$ cat config.mk
export PLATFORM = sky130hd
export DESIGN_NAME = acc_csr_ctrl
export DESIGN_NICKNAME = d
export VERILOG_FILES = /design/src/rtl/acc_csr_pkg.sv /design/src/rtl/acc_cycle_timer.sv /design/src/rtl/acc_csr_ctrl.sv
export SDC_FILE = /design/constraint.sdc
export NUM_CORES = 1
export LEC_CHECK = 0
export ABC_AREA = 1
export CORE_MARGIN = 8
export CORE_UTILIZATION = 50
export CTS_BUF_LIST = sky130_fd_sc_hd__clkbuf_2 sky130_fd_sc_hd__clkbuf_4 sky130_fd_sc_hd__clkbuf_8
export DETAILED_ROUTE_END_ITERATION = 8
export GPL_TIMING_DRIVEN = 0
export PLACE_DENSITY = 0.71
export SETUP_SLACK_MARGIN = 0.4
export SLEW_MARGIN = 30
export SYNTH_ARGS = -nofsm -noshare
export SYNTH_HDL_FRONTEND = slang
export SYNTH_SLANG_ARGS = --single-unit
$ cat constraint.sdc
create_clock -name clk -period 2.95 [get_ports clk]
set_clock_uncertainty 0.05 [all_clocks]
set_input_delay 0.295 -clock clk [delete_from_list [all_inputs] [get_ports clk]]
set_output_delay 0.295 -clock clk [all_outputs]
set_load 0.01 [all_outputs]
$ cat src/rtl/acc_csr_pkg.sv
// acc_csr_pkg: shared definitions for the accelerator CSR front end.
//   - register word addresses on the 3-bit Avalon-MM address bus
//   - CTRL / STATUS bit positions
//   - control FSM state encoding
//   - saturating 64-bit increment used by the cycle timer
package acc_csr_pkg;

  localparam logic [2:0] ADDR_CTRL    = 3'd0;
  localparam logic [2:0] ADDR_STATUS  = 3'd1;
  localparam logic [2:0] ADDR_CYC_LO  = 3'd2;
  localparam logic [2:0] ADDR_CYC_HI  = 3'd3;
  localparam logic [2:0] ADDR_TIMEOUT = 3'd4;
  localparam logic [2:0] ADDR_RUNS    = 3'd5;

  localparam int CTRL_START  = 0;
  localparam int CTRL_CLEAR  = 1;
  localparam int CTRL_IRQ_EN = 2;

  localparam int STAT_BUSY     = 0;
  localparam int STAT_DONE     = 1;
  localparam int STAT_TIMEOUT  = 2;
  localparam int STAT_OVERRUN  = 3;

  typedef enum logic [1:0] {
    ST_IDLE   = 2'd0,
    ST_LAUNCH = 2'd1,
    ST_RUN    = 2'd2
  } state_e;

  // Increment that sticks at all-ones instead of wrapping to zero.
  function automatic logic [63:0] sat_inc64(input logic [63:0] v);
    return (&v) ? v : v + 64'd1;
  endfunction

endpackage

$ cat src/rtl/acc_cycle_timer.sv
// acc_cycle_timer: 64-bit saturating run-length counter plus watchdog compare.
//   clk, reset_n : clock, asynchronous active-low reset
//   clr          : zero the counter (takes priority over en)
//   en           : count this cycle
//   limit        : watchdog limit, 0 disables (only with ACC_CSR_TIMEOUT_EN)
//   expire       : strobe in the counting cycle where count+1 == limit
//                  (only with ACC_CSR_TIMEOUT_EN)
//   count_inc    : saturated count+1, i.e. the elapsed length if the run
//                  ended in this cycle
// Build option: ACC_CSR_TIMEOUT_EN compiles in the watchdog compare.
module acc_cycle_timer
  import acc_csr_pkg::*;
(
  input  logic        clk,
  input  logic        reset_n,
  input  logic        clr,
  input  logic        en,
`ifdef ACC_CSR_TIMEOUT_EN
  input  logic [31:0] limit,
  output logic        expire,
`endif
  output logic [63:0] count_inc
);

  logic [63:0] count_q, count_d;

  assign count_inc = sat_inc64(count_q);

  always_comb begin
    count_d = count_q;
    if (clr) begin
      count_d = '0;
    end else if (en) begin
      count_d = count_inc;
    end
  end

  always_ff @(posedge clk or negedge reset_n) begin
    if (!reset_n) begin
      count_q <= '0;
    end else begin
      count_q <= count_d;
    end
  end

`ifdef ACC_CSR_TIMEOUT_EN
  assign expire = en && (limit != 32'd0) && (count_inc == {32'd0, limit});
`endif

endmodule

$ cat src/rtl/acc_csr_ctrl.sv
// acc_csr_ctrl: HPS lightweight-bus CSR block that launches the cycle
// accelerator, times each run, watches for a hung run and raises an IRQ.
//   clk, reset_n        : clock, asynchronous active-low reset
//   avs_address/write/writedata/read/readdata : Avalon-MM slave, read latency 1
//   o_start             : one-cycle start pulse to the accelerator
//   i_finish            : one-cycle completion pulse from the accelerator
//   o_irq               : registered level interrupt IRQ_EN & (DONE | TIMEOUT)
// Build option: ACC_CSR_TIMEOUT_EN adds the TIMEOUT register and watchdog;
// without it TIMEOUT reads 0 and a run ends only on i_finish.
module acc_csr_ctrl
  import acc_csr_pkg::*;
#(
  parameter logic [31:0] TIMEOUT_RST = 32'd0
)(
  input  logic        clk,
  input  logic        reset_n,
  input  logic [2:0]  avs_address,
  input  logic        avs_write,
  input  logic [31:0] avs_writedata,
  input  logic        avs_read,
  output logic [31:0] avs_readdata,
  output logic        o_start,
  input  logic        i_finish,
  output logic        o_irq
);

  state_e      state_q, state_d;
  logic        irq_en_q, irq_en_d;
  logic        done_q, done_d;
  logic        tout_q, tout_d;
  logic        ovr_q, ovr_d;
  logic        irq_q, irq_d;
  logic [63:0] cycles_q, cycles_d;
  logic [31:0] runs_q, runs_d;
  logic [31:0] rdata_q, rdata_d;
  logic [31:0] timeout_lim;
  logic [31:0] rd_mux;

  logic        ctrl_wr, start_req, clear_req;
  logic        timer_clr, timer_en, expire;
  logic [63:0] count_inc;

  assign ctrl_wr   = avs_write && (avs_address == ADDR_CTRL);
  assign start_req = ctrl_wr && avs_writedata[CTRL_START];
  // A write carrying both START and CLEAR is treated purely as a START.
  assign clear_req = ctrl_wr && avs_writedata[CTRL_CLEAR] && !avs_writedata[CTRL_START];
  assign timer_clr = (state_q == ST_IDLE) && start_req;
  assign timer_en  = (state_q == ST_RUN);

`ifdef ACC_CSR_TIMEOUT_EN
  logic [31:0] timeout_q, timeout_d;

  always_comb begin
    timeout_d = timeout_q;
    if (avs_write && (avs_address == ADDR_TIMEOUT)) begin
      timeout_d = avs_writedata;
    end
  end

  always_ff @(posedge clk or negedge reset_n) begin
    if (!reset_n) begin
      timeout_q <= TIMEOUT_RST;
    end else begin
      timeout_q <= timeout_d;
    end
  end

  assign timeout_lim = timeout_q;

  acc_cycle_timer u_timer (
    .clk       (clk),
    .reset_n   (reset_n),
    .clr       (timer_clr),
    .en        (timer_en),
    .limit     (timeout_lim),
    .expire    (expire),
    .count_inc (count_inc)
  );
`else
  // No watchdog: the register reads as zero and never fires.
  assign timeout_lim = '0;
  assign expire      = 1'b0;

  // Upper write-data bits and the reset limit have no function here.
  logic unused_inputs;
  assign unused_inputs = ^{avs_writedata[31:3], TIMEOUT_RST};

  acc_cycle_timer u_timer (
    .clk       (clk),
    .reset_n   (reset_n),
    .clr       (timer_clr),
    .en        (timer_en),
    .count_inc (count_inc)
  );
`endif

  // Control FSM and flag updates. Clears are applied first so that any set
  // in the same cycle overrides them.
  always_comb begin
    state_d  = state_q;
    irq_en_d = irq_en_q;
    done_d   = done_q;
    tout_d   = tout_q;
    ovr_d    = ovr_q;
    cycles_d = cycles_q;
    runs_d   = runs_q;

    if (ctrl_wr) begin
      irq_en_d = avs_writedata[CTRL_IRQ_EN];
    end
    if (clear_req) begin
      done_d = 1'b0;
      tout_d = 1'b0;
      ovr_d  = 1'b0;
    end

    case (state_q)
      ST_IDLE: begin
        if (start_req) begin
          state_d = ST_LAUNCH;
          done_d  = 1'b0;
          tout_d  = 1'b0;
          ovr_d   = 1'b0;
        end
      end
      ST_LAUNCH: begin
        if (start_req) begin
          ovr_d = 1'b1;
        end
        state_d = ST_RUN;
      end
      ST_RUN: begin
        if (start_req) begin
          ovr_d = 1'b1;
        end
        // Finish takes precedence over a coincident watchdog expiry.
        if (i_finish) begin
          cycles_d = count_inc;
          done_d   = 1'b1;
          runs_d   = runs_q + 32'd1;
          state_d  = ST_IDLE;
        end else if (expire) begin
          tout_d  = 1'b1;
          state_d = ST_IDLE;
        end
      end
      default: state_d = ST_IDLE;
    endcase

    irq_d = irq_en_q && (done_q || tout_q);
  end

  // Read mux reflects register state of the cycle the read is issued in.
  always_comb begin
    rd_mux = '0;
    case (avs_address)
      ADDR_CTRL:    rd_mux[CTRL_IRQ_EN] = irq_en_q;
      ADDR_STATUS: begin
        rd_mux[STAT_BUSY]    = (state_q != ST_IDLE);
        rd_mux[STAT_DONE]    = done_q;
        rd_mux[STAT_TIMEOUT] = tout_q;
        rd_mux[STAT_OVERRUN] = ovr_q;
      end
      ADDR_CYC_LO:  rd_mux = cycles_q[31:0];
      ADDR_CYC_HI:  rd_mux = cycles_q[63:32];
      ADDR_TIMEOUT: rd_mux = timeout_lim;
      ADDR_RUNS:    rd_mux = runs_q;
      default:      rd_mux = '0;
    endcase
    rdata_d = avs_read ? rd_mux : rdata_q;
  end

  always_ff @(posedge clk or negedge reset_n) begin
    if (!reset_n) begin
      state_q  <= ST_IDLE;
      irq_en_q <= 1'b0;
      done_q   <= 1'b0;
      tout_q   <= 1'b0;
      ovr_q    <= 1'b0;
      irq_q    <= 1'b0;
      cycles_q <= '0;
      runs_q   <= '0;
      rdata_q  <= '0;
    end else begin
      state_q  <= state_d;
      irq_en_q <= irq_en_d;
      done_q   <= done_d;
      tout_q   <= tout_d;
      ovr_q    <= ovr_d;
      irq_q    <= irq_d;
      cycles_q <= cycles_d;
      runs_q   <= runs_d;
      rdata_q  <= rdata_d;
    end
  end

  assign o_start      = (state_q == ST_LAUNCH);
  assign o_irq        = irq_q;
  assign avs_readdata = rdata_q;

endmodule

==> impl_metrics.ini <==
[clocking]
cts_sinks = 199
cts.path.max_buffers = 2
cts_inserted_buffers = 17
cts_setup_buffers = 0
path_clk_slew_ns = 0.12
cts-root-buf = clkbuf_8
cts_tree = done
clk_latency_ns = 0.49
htreeDepth = 4

[global_route]
globalRoute.totalOverflow = 0
grt_first_pass_wirelength_um = 53610
grt_max_degree = 87
grtUsageTotal = 0.2496
antenna_found_initial = 0
grt_pass1_vias = 9478

[outcome]
status = finished clean

[hold_path]
min_from = avs_read
worstHoldPathType = primary input to flop
whs_endpoint = avs_readdata[31]
whs_path_depth = 2

[worst_setup_path]
cp.depth = 12
crit_chain = ha_2 > inv_2 > nor2_4 > nand2_2 > nor2_4 > nand2_4 > inv_2 > nand3_2 > buf_2 > nand3_1 > nand2_1 > nand2_1
reg2reg_depth = 12
cp_slowest_cell = dfrtp_1
reg2reg_from = u_timer.count_q[0]
max_stage_delay_ns = 0.53
cp-startpoint = u_timer.count_q[0]
start_kind = flop
cpLargestDelayFamily = simple AND/OR/NAND/NOR gates
path_class = flop to flop
critPathArrivalTime_ns = 2.86
crit_fanout = 10
cp_data_required_time_ns = 3.32
rrSetupSlack_ns = 0.46
end_kind = flop
cp_num_buf_inv = 3
r2r_end = u_timer.count_q[39]

[place]
gp_congestion = 0.9891
pre_cts_ws_ns = 0.4066
io_buffers = 43
placed_area_um2 = 12150
hpwl_um = 27200
placed_cells = 1869

[cells_and_area]
fillCellCount = 2141
design_area_um2 = 12580
syn2layout_area_growth_pct = 11.28
stdcell_count = 1902
diodes = 0
drive_gt1_frac = 0.07792
layout.nets = 1650

[sta]
slew_viol_final = 0
setup_violations = 0
clock.fmax_ghz = 0.4015
rsz0062_at_grt = yes
hold_violations = 0
slew_headroom = 0.4409
fin_tns_setup_ns = 0
period_minus_slack_ns = 2.491
fin_crit_sh = 0.8443
worstMarginPinSlew_ns = 0.8322
postLayoutSetupSlackWorst_ns = 0.4593
holdWs_ns = 0.1879

[floorplan]
die_y_um = 166.4
rows = 55
initial_core_util = 0.5038
fp.dieArea_um2 = 27670
coreArea_um2 = 22430
die_w_um = 166.4
ios = 74

[synthesis]
yosysWarnings = 0
synthAdderAreaFrac = 0.006642
synth.distinct_cells = 37
syn_avg_cell_area_um2 = 7.345
yosysSeqAreaShare = 0.4406
syn_inst = 1539
ys_ff_latch = 199
netlist_area_um2 = 11300
synth_top_family_by_area = simple AND/OR/NAND/NOR gates
yosysTopAreaCellShare = 0.4406
synthMuxAreaShare = 0.03088
synth-simple-area-share = 0.3377
synth_compound_gate_area_share = 0.06143
yosys.area.top_type = dfrtp_1
syn-num-nets = 1585
ys_top_cells_by_area = dfrtp_1, nand2_1, nor2_1
synth_xor_xnor_area_share = 0.04727

[detailed_routing]
drt_iter0_markers = 956
vias_per_cell = 5.290
wl_um = 34290
antenna_left = 0
drt_pass1_iterations = 7
post-route-drc-count = 0
num_vias = 10062
wl_per_cell_um = 18.03

[power_and_ir_drop]
ir_worst_vdd_mv = 0.2745
power_density_nw_per_um2 = 508.3
leakage_nw = 6.451

[run]
maxCapViolCount = 0
==> how the worst max path moves through the flow <==
stage	end	slack (ns)
finish	u_timer.count_q[39]	0.46
global route	u_timer.count_q[39]	0.40
floorplan	cycles_q[41]	1.06
global placement	u_timer.count_q[15]	-6.84
detailed placement	u_timer.count_q[62]	0.41
CTS	u_timer.count_q[39]	0.46
==> through the flow <==
step | total power, mW | util
6_report | 6.394 | 0.5607
5_1_grt | 6.694 | 0.5607
4_1_cts | 6.409 | 0.5604
3_5_place_dp | 4.604 | 0.5416
3_3_place_gp | 4.565 | 0.5389
2_1_floorplan | 4.043 | -
==> worst register-to-register path, cell delays in order (launching register included) <==
cell and delay [ns]:
dfrtp_1 0.53, ha_2 0.31, inv_2 0.10, nor2_4 0.16, nand2_2 0.12, nor2_4 0.24
nand2_4 0.09, inv_2 0.06, nand3_2 0.10, buf_2 0.26, nand3_1 0.26, nand2_1 0.08
nand2_1 0.06
==> what timing repair did <==
item                                    in CTS  in global routing
hold buffers                                 1                  0
endpoints found under the hold margin       48                  0
cloned                                       0                  0
gates resized for setup                      1                  4
endpoints found under the setup margin       1                 33
==> metal layers <==
layer	up-vias	track usage	wire, um	part of all wire
met1	4730	0.3416	15390	0.45
met4	0	0.1038	1355	0.040
li1	4934	-	-	-
met2	321	0.3917	15650	0.46
met5	-	0	0	0
met3	77	0.03613	1906	0.056
==> power by group <==
part | total, mW | internal [mW] | switching, mW
logic | 1.46 | 0.477 | 0.979
registers | 3.11 | 2.93 | 0.184
clock network | 1.83 | 0.687 | 1.14
==> area by class of cell <==
class,count,area [um^2],area share
clock buffers,19,261.5,0.02079
repair buffers,46,500.5,0.03979
inverters,159,596.8,0.04745
well taps,285,356.6,0.02835
flip-flops and latches,199,4980,0.3959
plain buffers,50,257.7,0.02049
clock inverters,13,147.6,0.01174
multi-input cells,1131,5478,0.4355
==> registers in the layout, indices dropped and copies added, names as in the netlist <==
| signal | flops |
|---|---|
| cycles_q | 64 |
| u_timer.count_q | 64 |
| avs_readdata | 32 |
| runs_q | 32 |
| state_q | 2 |
| done_q | 1 |
| irq_en_q | 1 |
| o_irq | 1 |
| ovr_q | 1 |
| tout_q | 1 |
==> cells in the final DEF, fill, tap and decap left out, types with 2 or more instances in the layout <==
| cell | n |
|---|---|
| a21oi_1 | 3 |
| a22oi_1 | 6 |
| a31oi_1 | 2 |
| buf_1 | 2 |
| buf_16 | 2 |
| buf_2 | 10 |
| buf_4 | 5 |
| buf_6 | 5 |
| clkbuf_1 | 27 |
| clkbuf_8 | 19 |
| clkdlybuf4s50_1 | 42 |
| clkinv_8 | 3 |
| dfrtp_1 | 199 |
| ha_1 | 5 |
| inv_1 | 154 |
| inv_2 | 5 |
| inv_6 | 3 |
| inv_8 | 5 |
| mux2_2 | 31 |
| nand2_1 | 639 |
| nand2_2 | 3 |
| nand3_1 | 55 |
| nand3_2 | 17 |
| nand4_1 | 22 |
| nor2_1 | 155 |
| nor2_2 | 6 |
| nor2_4 | 4 |
| nor3_1 | 22 |
| o2111ai_1 | 2 |
| o211ai_1 | 13 |
| o21ai_0 | 34 |
| o21ai_1 | 4 |
| o21bai_1 | 32 |
| o221ai_1 | 7 |
| xnor2_1 | 4 |
| xor2_1 | 57 |
==> synthesized netlist by cell type <==
library cell,count
a21oi_1,3
a22o_1,1
a22oi_1,6
a31oi_1,2
and3_1,1
buf_1,2
buf_2,10
buf_4,5
buf_6,5
clkbuf_1,28
dfrtp_1,199
ha_1,6
inv_1,154
inv_2,5
mux2_2,31
nand2_1,639
nand2_2,3
nand2_4,1
nand3_1,55
nand3_2,17
nand3b_1,1
nand4_1,22
nor2_1,157
nor2_2,4
nor2_4,4
nor3_1,22
nor3_4,1
o2111ai_1,2
o211ai_1,13
o21ai_0,34
o21ai_1,4
o21bai_1,32
o221ai_1,7
o22ai_1,1
or2_2,1
xnor2_1,4
xor2_1,57
==> logic make-up after synthesis <==
kind of cell / Yosys count
adders and majority gates: 6
and+or+nand+nor: 928
muxes: 31
AOI/OAI and AO/OA: 105
buffers and inverters: 209
DFF: 199
xor gates and xnor gates: 61
Note: power is estimated with default switching activity, not from simulation.
